## src/rtl/muldiv_unit.sv

```systemverilog
// Iterative signed/unsigned multiply-divide unit with internal HI/LO result registers.
// Latency: done pulses in the cycle after edge E0+WIDTH+2 (E0+0 for divide-by-zero).
// Backpressure: none; start is sampled only in IDLE, and a start while busy is dropped, not queued.
// Build option MULDIV_UNSIGNED_EN: op[0] selects unsigned MULTU/DIVU; when it is undefined, every op is signed.
module muldiv_unit #(
   parameter int WIDTH = 32
) (
   input  logic             clock,
   input  logic             reset,
   input  logic             start,
   input  logic [1:0]       op,
   input  logic [WIDTH-1:0] a,
   input  logic [WIDTH-1:0] b,
   output logic             busy,
   output logic             done,
   output logic             div_zero,
   output logic [WIDTH-1:0] hi,
   output logic [WIDTH-1:0] lo
);

   localparam int CNT_W = $clog2(WIDTH + 1);

   typedef enum logic [2:0] {
      S_IDLE,
      S_MUL,
      S_DIV,
      S_FIX,
      S_DONE
   } state_t;

   state_t               state_q, state_d;
   logic [CNT_W-1:0]     cnt_q, cnt_d;
   logic [WIDTH-1:0]     opa_q, opa_d;      // |a|: multiplicand
   logic [WIDTH-1:0]     opb_q, opb_d;      // |b|: divisor
   logic [2*WIDTH-1:0]   acc_q, acc_d;      // product, or the dividend/quotient shift register in the low half
   logic [WIDTH-1:0]     rem_q, rem_d;      // restoring-division remainder
   logic                 is_div_q, is_div_d;
   logic                 neg_q, neg_d;      // quotient or product is negated in FIX
   logic                 sa_q, sa_d;        // dividend sign, which the remainder takes
   logic                 dz_q, dz_d;
   logic [WIDTH-1:0]     hi_q, hi_d;
   logic [WIDTH-1:0]     lo_q, lo_d;

   logic                 sgn_en;
   logic                 a_neg, b_neg;
   logic [WIDTH-1:0]     abs_a, abs_b;
   logic [WIDTH:0]       mul_sum;
   logic [WIDTH:0]       div_shift;
   logic [WIDTH:0]       div_diff;
   logic                 div_ge;
   logic [2*WIDTH-1:0]   prod_fix;
   logic [WIDTH-1:0]     quo_fix;
   logic [WIDTH-1:0]     rem_fix;

`ifdef MULDIV_UNSIGNED_EN
   assign sgn_en = ~op[0];
`else
   // op[0] has no meaning in this build, so it is tied off here.
   logic unused_op0;
   assign unused_op0 = op[0];
   assign sgn_en     = 1'b1;
`endif

   // Operand magnitudes. MIN maps to the unsigned value 2^(WIDTH-1).
   assign a_neg = sgn_en & a[WIDTH-1];
   assign b_neg = sgn_en & b[WIDTH-1];
   assign abs_a = a_neg ? (~a + WIDTH'(1)) : a;
   assign abs_b = b_neg ? (~b + WIDTH'(1)) : b;

   // One shift-add step: add the multiplicand to the upper half when the multiplier LSB is set.
   assign mul_sum   = {1'b0, acc_q[2*WIDTH-1:WIDTH]} + (acc_q[0] ? {1'b0, opa_q} : '0);
   // One restoring step on the (WIDTH+1)-bit partial remainder.
   assign div_shift = {rem_q, acc_q[WIDTH-1]};
   assign div_diff  = div_shift - {1'b0, opb_q};
   assign div_ge    = ~div_diff[WIDTH];

   // Sign fix-up. Signed MIN / -1 wraps back to MIN with no flag.
   assign prod_fix = neg_q ? (~acc_q + (2*WIDTH)'(1)) : acc_q;
   assign quo_fix  = neg_q ? (~acc_q[WIDTH-1:0] + WIDTH'(1)) : acc_q[WIDTH-1:0];
   assign rem_fix  = sa_q ? (~rem_q + WIDTH'(1)) : rem_q;

   // Next-state and datapath update for every register.
   always_comb begin
      state_d  = state_q;
      cnt_d    = cnt_q;
      opa_d    = opa_q;
      opb_d    = opb_q;
      acc_d    = acc_q;
      rem_d    = rem_q;
      is_div_d = is_div_q;
      neg_d    = neg_q;
      sa_d     = sa_q;
      dz_d     = dz_q;
      hi_d     = hi_q;
      lo_d     = lo_q;
      unique case (state_q)
         S_IDLE: begin
            if (start) begin
               opa_d    = abs_a;
               opb_d    = abs_b;
               sa_d     = a_neg;
               neg_d    = a_neg ^ b_neg;
               is_div_d = op[1];
               cnt_d    = CNT_W'(WIDTH);
               if (!op[1]) begin
                  state_d = S_MUL;
                  acc_d   = {{WIDTH{1'b0}}, abs_b};
               end else if (b == '0) begin
                  // HI/LO keep their old contents on a divide-by-zero.
                  state_d = S_DONE;
                  dz_d    = 1'b1;
               end else begin
                  state_d = S_DIV;
                  acc_d   = {{WIDTH{1'b0}}, abs_a};
                  rem_d   = '0;
               end
            end
         end
         S_MUL: begin
            if (cnt_q == '0) begin
               state_d = S_FIX;
            end else begin
               acc_d = {mul_sum, acc_q[WIDTH-1:1]};
               cnt_d = cnt_q - CNT_W'(1);
            end
         end
         S_DIV: begin
            if (cnt_q == '0) begin
               state_d = S_FIX;
            end else begin
               rem_d = div_ge ? div_diff[WIDTH-1:0] : div_shift[WIDTH-1:0];
               acc_d = {acc_q[2*WIDTH-1:WIDTH], acc_q[WIDTH-2:0], div_ge};
               cnt_d = cnt_q - CNT_W'(1);
            end
         end
         S_FIX: begin
            state_d = S_DONE;
            if (is_div_q) begin
               hi_d = rem_fix;
               lo_d = quo_fix;
            end else begin
               hi_d = prod_fix[2*WIDTH-1:WIDTH];
               lo_d = prod_fix[WIDTH-1:0];
            end
         end
         S_DONE: begin
            state_d = S_IDLE;
            dz_d    = 1'b0;
         end
         default: state_d = S_IDLE;
      endcase
   end

   // State and datapath registers. Reset drops any operation that is in flight.
   always_ff @(posedge clock or negedge reset) begin
      if (!reset) begin
         state_q  <= S_IDLE;
         cnt_q    <= '0;
         opa_q    <= '0;
         opb_q    <= '0;
         acc_q    <= '0;
         rem_q    <= '0;
         is_div_q <= 1'b0;
         neg_q    <= 1'b0;
         sa_q     <= 1'b0;
         dz_q     <= 1'b0;
         hi_q     <= '0;
         lo_q     <= '0;
      end else begin
         state_q  <= state_d;
         cnt_q    <= cnt_d;
         opa_q    <= opa_d;
         opb_q    <= opb_d;
         acc_q    <= acc_d;
         rem_q    <= rem_d;
         is_div_q <= is_div_d;
         neg_q    <= neg_d;
         sa_q     <= sa_d;
         dz_q     <= dz_d;
         hi_q     <= hi_d;
         lo_q     <= lo_d;
      end
   end

   assign busy     = (state_q == S_MUL) || (state_q == S_DIV) || (state_q == S_FIX);
   assign done     = (state_q == S_DONE);
   assign div_zero = dz_q;
   assign hi       = hi_q;
   assign lo       = lo_q;

endmodule

```

## config.mk

```make
export PLATFORM = sky130hd
export DESIGN_NAME = muldiv_unit
export DESIGN_NICKNAME = d
export VERILOG_FILES = /design/src/rtl/muldiv_unit.sv
export SDC_FILE = /design/constraint.sdc
export NUM_CORES = 1
export LEC_CHECK = 0
export BUFFER_PORTS_ARGS = -buffer_cell sky130_fd_sc_hd__buf_2
export CORE_ASPECT_RATIO = 2
export CORE_MARGIN = 5
export CORE_UTILIZATION = 56
export DETAILED_ROUTE_END_ITERATION = 7
export PLACE_DENSITY = 0.78
export REMOVE_ABC_BUFFERS = 1
export SLEW_MARGIN = 20
export SYNTH_ARGS = -nofsm -noshare
export SYNTH_HDL_FRONTEND = slang
export SYNTH_SLANG_ARGS = --single-unit
export TNS_END_PERCENT = 5
```

## constraint.sdc

```tcl
create_clock -name clock -period 3.5 [get_ports clock]
set_clock_uncertainty 0.05 [all_clocks]
set_input_delay 0.7 -clock clock [delete_from_list [all_inputs] [get_ports clock]]
set_output_delay 0.7 -clock clock [all_outputs]
set_load 0.005 [all_outputs]
```

# Word level (Yosys, flattened, before mapping)
# Cells that the tools add are included.
# Widths: inputs -> output; s select.
totals:
  inputBits: 69
  regBits: 237
op_classes:
  n_mux: 32
  reduce_logical: 18
  eq_ne: 13
  n_addsub: 8
  bitwise_logic: 8
ops:
  columns: ["operator", "n"]
  rows:
  - ["$mux 32", 13]
  - ["$mux 64", 5]
  - ["$pmux 64 s3", 1]
  - ["$add 32x1->32 const B", 4]
  - ["$not 32->32", 4]
  - ["$add 64x1->64 const B", 1]
  - ["$not 64->64", 1]
  - ["$pmux 32 s2", 1]
  - ["$add 32x32->33", 1]
  - ["$sub 33x32->33", 1]
  - ["$logic_not 32->1", 1]
  - ["$reduce_and 5->1", 3]
  - ["$ne 2x2->1 const B", 7]
  - ["$mux 3", 4]
  - ["$mux 6", 2]
  - ["$pmux 6 s2", 1]
  - ["$pmux 3 s3", 1]
  - ["$reduce_bool 2->1", 4]
  - ["$eq 3x2->1 const B", 2]
  - ["$logic_not 6->1", 1]
  - ["$sub 6x1->6 const B", 1]
  - ["$reduce_and 2->1", 2]
  - ["$reduce_and 4->1", 1]
  - ["$eq 3x1->1 const B", 1]
  - ["12 further kinds", 16]

# Logic depth before layout (Yosys ltp)
logic_depth:
  word_depth: 7
  mapped_depth: 14

# Worst setup path after synthesis
# OpenSTA, ideal clock, no wires.
synth_path:
  kind: "flip-flop to flip-flop"
  from: "register acc_q[31]"
  to: "register rem_q[17]"
  synth_period_minus_slack_ps: 3399
  path_stages_with_launch: 13
  required_time_ps: 3324
  setup_time_ps: 126
  setup_slack_ps: 101
  t_arrival_ps: 3223
  cell_sequence: "dfrtp_1 inv_1 ha_1 fa_1 nand2b_1 a21o_1 a2111o_1 a211o_1 a2111o_1 o211ai_1 buf_2 nor3_1 a221o_1"
synth_via:
  elab_chain_cells: 4
synth_lines:
  columns: ["element", "line", "rtl"]
  rows:
  - ["from (decl)", "35", "logic [2*WIDTH-1:0] acc_q, acc_d;"]
  - ["from (signal assigned)", "161", "acc_q <= '0;"]
  - ["from (signal assigned)", "174", "acc_q <= acc_d;"]
  - ["$sub 33x32->33", "74", "assign div_diff = div_shift - {1'b0, opb_q};"]
  - ["$mux 32", "131", "rem_d = div_ge ? div_diff[WIDTH-1:0] : div_shift[WIDTH-1:0];"]
  - ["$mux 32", "128", "if (cnt_q == '0) begin"]
  - ["$pmux 32 s2", "96", "unique case (state_q)"]
  - ["to (signal assigned)", "175", "rem_q <= rem_d;"]
  - ["to (decl)", "36", "logic [WIDTH-1:0] rem_q, rem_d;"]
# No other way between the ends. The select of a mux whose other input is x is not followed.
# A chain may end at the register's enable or synchronous reset.

# Worst setup path after layout
layout_path:
  from: "register opb_q[0]"
  to: "register rem_q[26]"
layout_via:
  elab_chain_cells: 4
layout_lines:
  columns: ["element", "line", "rtl"]
  rows:
  - ["from (decl)", "34", "logic [WIDTH-1:0] opb_q, opb_d;"]
  - ["from (signal assigned)", "173", "opb_q <= opb_d;"]
  - ["$sub 33x32->33", "74", null]
  - ["$mux 32", "131", null]
  - ["$mux 32", "128", null]
  - ["$pmux 32 s2", "96", null]
# No other way between the ends. The select of a mux whose other input is x is not followed.

==> results.txt <==
* Clock tree from TritonCTS: built
* Worst Setup Start Kind: flip-flop
- For this run, design rule violations remaining after detail routing come to 0.
- In this run, post-CTS hold repair placed 0 buffers.
* H-Tree Level Count: 1
- The area growth from synthesis to layout is 16.27%.
* CP dominant cell by count: a2111o_1
- Worst path depth: 11
- After detailed routing, the total wire length is about 60000 um.
* Vias post-DR: around 17k
- Proportion of synthesized chip area in sequential cells: roughly a third
* Combinational power share: between 60% and 70%
* Power density over the cells: roughly 1000 mW/mm2
- Dividing the final minimum period by the clock period gives 100.7%.
- RR Startpoint: opb_q[0]
- Crit. Startpoint: opb_q[0]
- The run finished, with violations left.
* Post-synth top area share: between 30% and 40%
- Hold Fails Final Rpt: 0
* Clock Root Buffer: clkbuf_16
- Critical Path End Type: flip-flop
- The initialized floorplan defines 90 standard-cell rows.
- Mapped cell area: approximately 0.017 mm2
* Core area: around 0.030 mm2
* Fraction of the core area covered by cells at the end of the flow: between 60% and 70%
- Entering global routing, the biggest net connects 121 pins.
* Fmax: ~0.28 GHz
- Once routing completed, OpenROAD measured the worst setup slack at -0.02411 ns.
- Fraction of layout cells with a size suffix above 1: between 10% and 20%
* Internal power: between 10 and 15 mW
- The number of antenna violations at the first check in global routing came to 1.
* Total global-route track usage: roughly a third
- Die width: 133.4 um
- After legalization and detailed placement, the total HPWL measured 46670 um.
* Reg-to-reg endpoint: rem_q[26]
* Maxcap violations: 0
* First-pass DRT Iterations: 6
- For this run, the slowest stage of the critical path takes approximately 0.43 ns.
- At the pin with the least slew margin, the transition time is roughly 0.99 ns.
- Crit path to: rem_q[26]
* Remaining global-route overflow: 0
- Setup violations remaining at the end of the flow were counted as 1.
- Across all register-to-register paths, the minimum setup slack is -0.02 ns.
* Final worst path period need: 3.524 ns
- Tightest slew margin relative to the limit: 34.11%
- The congestion estimate from routability-driven global placement came to 1.015.
- Starting density of the core: roughly 56%
- Global-route wire length before repair: between 90000 and 100000 um
- Iter 0 DRT Violations: between 1k and 1.5k
* Count of buffers inserted at the top-level ports: roughly 130
* Number of primary I/O pins: 136
- From bottom edge to top edge, the die measures 256.7 um.
* Delay-heaviest family, CP: compound AO/OA/AOI/OAI gates
- Ranked by instance count, the synthesized netlist is headed by nand2_1 (374), o21ai_0 (304), dfrtp_1 (237).
* Number of storage elements in the synthesis netlist: ~240
* Failing checks: setup timing
* Syn Inst Count: between 2k and 2.5k
* Die footprint: between 0.03 and 0.04 mm2
* Fraction of power consumed by sequential logic: about a quarter
- Final design area excluding fillers: roughly 0.020 mm2
- For this design the static power due to leakage is ~9.2 nW.
* Arrival time worst endpoint: 3.89 ns
- Net switching is a little under half of the power.
- The slowest stage of the critical path belongs to the cell a2111o_1.
- After synthesis, the netlist uses 76 different library cells.
- Worst path bufs/invs: 1
- Skew-Pair Late Insertion Delay: roughly 0.55 ns
* Worst-case reg-to-reg path depth: 11
- Net switching power: 9.676 mW
- Synth top area cells: dfrtp_1 (35%), o21ai_0 (8.9%), nand2_1 (8.2%)
- The final layout contains 2399 nets.
* Setup repair after global routing missed its margin: true
- Maximum fanout along the worst path: 7
- The number of global-route vias before repair is approximately 17k.
* Required time at the worst-slack endpoint: 3.86 ns
- Reg clk slew, reported paths: around 0.070 ns
* Area leader, netlist: dfrtp_1
- Main flop type after synthesis: dfrtp_1
* Post-synthesis async set-or-reset flop share: 100.0%
* Fraction of power consumed by the clock network: around 14%
- Placement-stage cell area: around 0.019 mm2
- Count of warnings emitted by yosys: 0
* Largest voltage drop on the vdd net: 0.6009 mV
- Averaged over all synthesized cells, the footprint is roughly 8 um2.
* Critical-path cell list: ha_4 -> fa_2 -> nand2b_4 -> a21o_1 -> a2111o_1 -> a211o_1 -> a2111o_1 -> o211ai_1 -> bufbuf_16 -> nor3_1 -> a311o_1
- Most frequently used cell type in the post-synthesis netlist: nand2_1
- Total inserted antenna cells: 0
- Bufs on Longest Clock Path: 3
- The worst hold path belongs to the class input pin to asynchronous set/reset pin.
- The setup path with the least slack is of type flip-flop to flip-flop.
- The detail route stage leaves a number of antenna-violating nets equal to 0.
- Per-cell via count in the routed design: around 6.3
- Number of flops mapped to enable cells by yosys: 0
- Max-slew violations: 0
* Inserted Clock Buffers: 24
* Count of clock tree sinks: ~240
* Average wire per cell in the routed design: between 20 and 25 um
-- layout by cell type, fill, tap and decap left out, types with 8 or more instances in the layout --
cell,instances
o21ai_0,289
o21bai_1,8
inv_1,65
o21ai_1,17
o31ai_1,49
nand2b_1,9
o221a_2,14
a31oi_1,13
o41ai_1,16
o221ai_1,8
a22oi_1,20
a211oi_1,10
nand2_1,373
a21oi_1,96
buf_4,117
nor2b_1,11
nand3_1,23
o21a_1,8
nand4_1,17
nor3_1,32
mux2i_1,31
clkbuf_16,25
a21o_1,35
a22o_1,15
buf_12,10
and2_1,43
xor2_1,140
or2_2,13
ha_1,65
or4_1,25
nor2_1,69
xnor2_1,63
dfrtp_1,236
or3_1,41
buf_2,133
-- worst min path at each step --
stage,start,to,slack (ns),depth (start not counted)
floorplan,reset,acc_q[0],0.35,0
global placement,hi[11],hi[11],0.40,2
detailed placement,hi[11],hi[11],0.41,2
CTS,reset,opb_q[7],0.07,1
global route,reset,opb_q[7],0.1,1
finish,reset,opb_q[7],0.04,1
-- through the flow --
step | setup TNS (ns) | power [mW] | worst slack, ns | hold WS, ns | instances
2_1_floorplan | -35.48 | 12.54 | -0.7064 | 0.3544 | 1968
3_3_place_gp | -0.01333 | 16.57 | -0.01333 | 0.3983 | 2595
5_1_grt | -0.7765 | 21.69 | -0.1222 | 0.09666 | 2644
3_5_place_dp | -0.2316 | 16.93 | -0.09501 | 0.4107 | 2595
4_1_cts | 0 | 19.99 | 0.002588 | 0.07017 | 2643
6_report | -0.02411 | 20.33 | -0.02411 | 0.03726 | 2644
-- timing repair --
item                                    4_1_cts  5_1_grt
pin swaps                                     0        2
endpoints found under the setup margin       22       31
setup buffers                                 2        0
gates resized for setup                       4       31
cloned                                        2        0
-- routing by layer --
| layer | track usage, % | share of wire [%] | wire length, um |
|---|---|---|---|
| met5 | 0 | 0 | 0 |
| met3 | 3.550 | 4.6 | 2725 |
| met2 | 60.87 | 51 | 30250 |
| met1 | 36.31 | 35 | 20800 |
| met4 | 27.75 | 10 | 6072 |
-- power by group through the flow --
stage          Clock [mW]  Sequential, mW  Combinational [mW]
3_5_place_dp            0            5.13                11.8
6_report             2.80            5.14                12.4
3_3_place_gp            0            5.07                11.5
2_1_floorplan           0            4.99                7.55
4_1_cts              2.81            5.09                12.1
5_1_grt              2.92            5.28                13.5
-- area by class of cell --
class | count | area, um2
Timing Repair Buffer | 264 | 1818
Sequential cell | 237 | 5932
Fill cell | 2607 | 10360
Inverter | 67 | 251.5
Clock buffer | 33 | 705.7
Tap cell | 368 | 460.4
Clock inverter | 11 | 140.1
Multi-Input combinational cell | 1664 | 10510
-- worst reg2reg max path: stages (launching register included) --
cell and delay [ns]:
dfrtp_1 0.41, ha_4 0.18, fa_2 0.35, nand2b_4 0.16, a21o_1 0.20, a2111o_1 0.42
a211o_1 0.31, a2111o_1 0.43, o211ai_1 0.16, bufbuf_16 0.34, nor3_1 0.07, a311o_1 0.32
-- logic make-up after synthesis --
group	count (synthesis)	synth area share, %
AOI/OAI and AO/OA	653	23.97
xor gates and xnor gates	203	10.43
adders and majority gates	72	5.372
buffers and inverters	176	3.934
DFF	237	34.79
muxes	31	1.820
and+or+nand+nor	705	19.68
-- registers in the layout, indices dropped and copies added (netlist names) --
name	flops
acc_q	64
hi	32
lo	32
opa_q	32
opb_q	32
rem_q	32
cnt_q	6
state_q	3
div_zero	1
is_div_q	1
neg_q	1
sa_q	1
(Power assumes the default switching activity.)
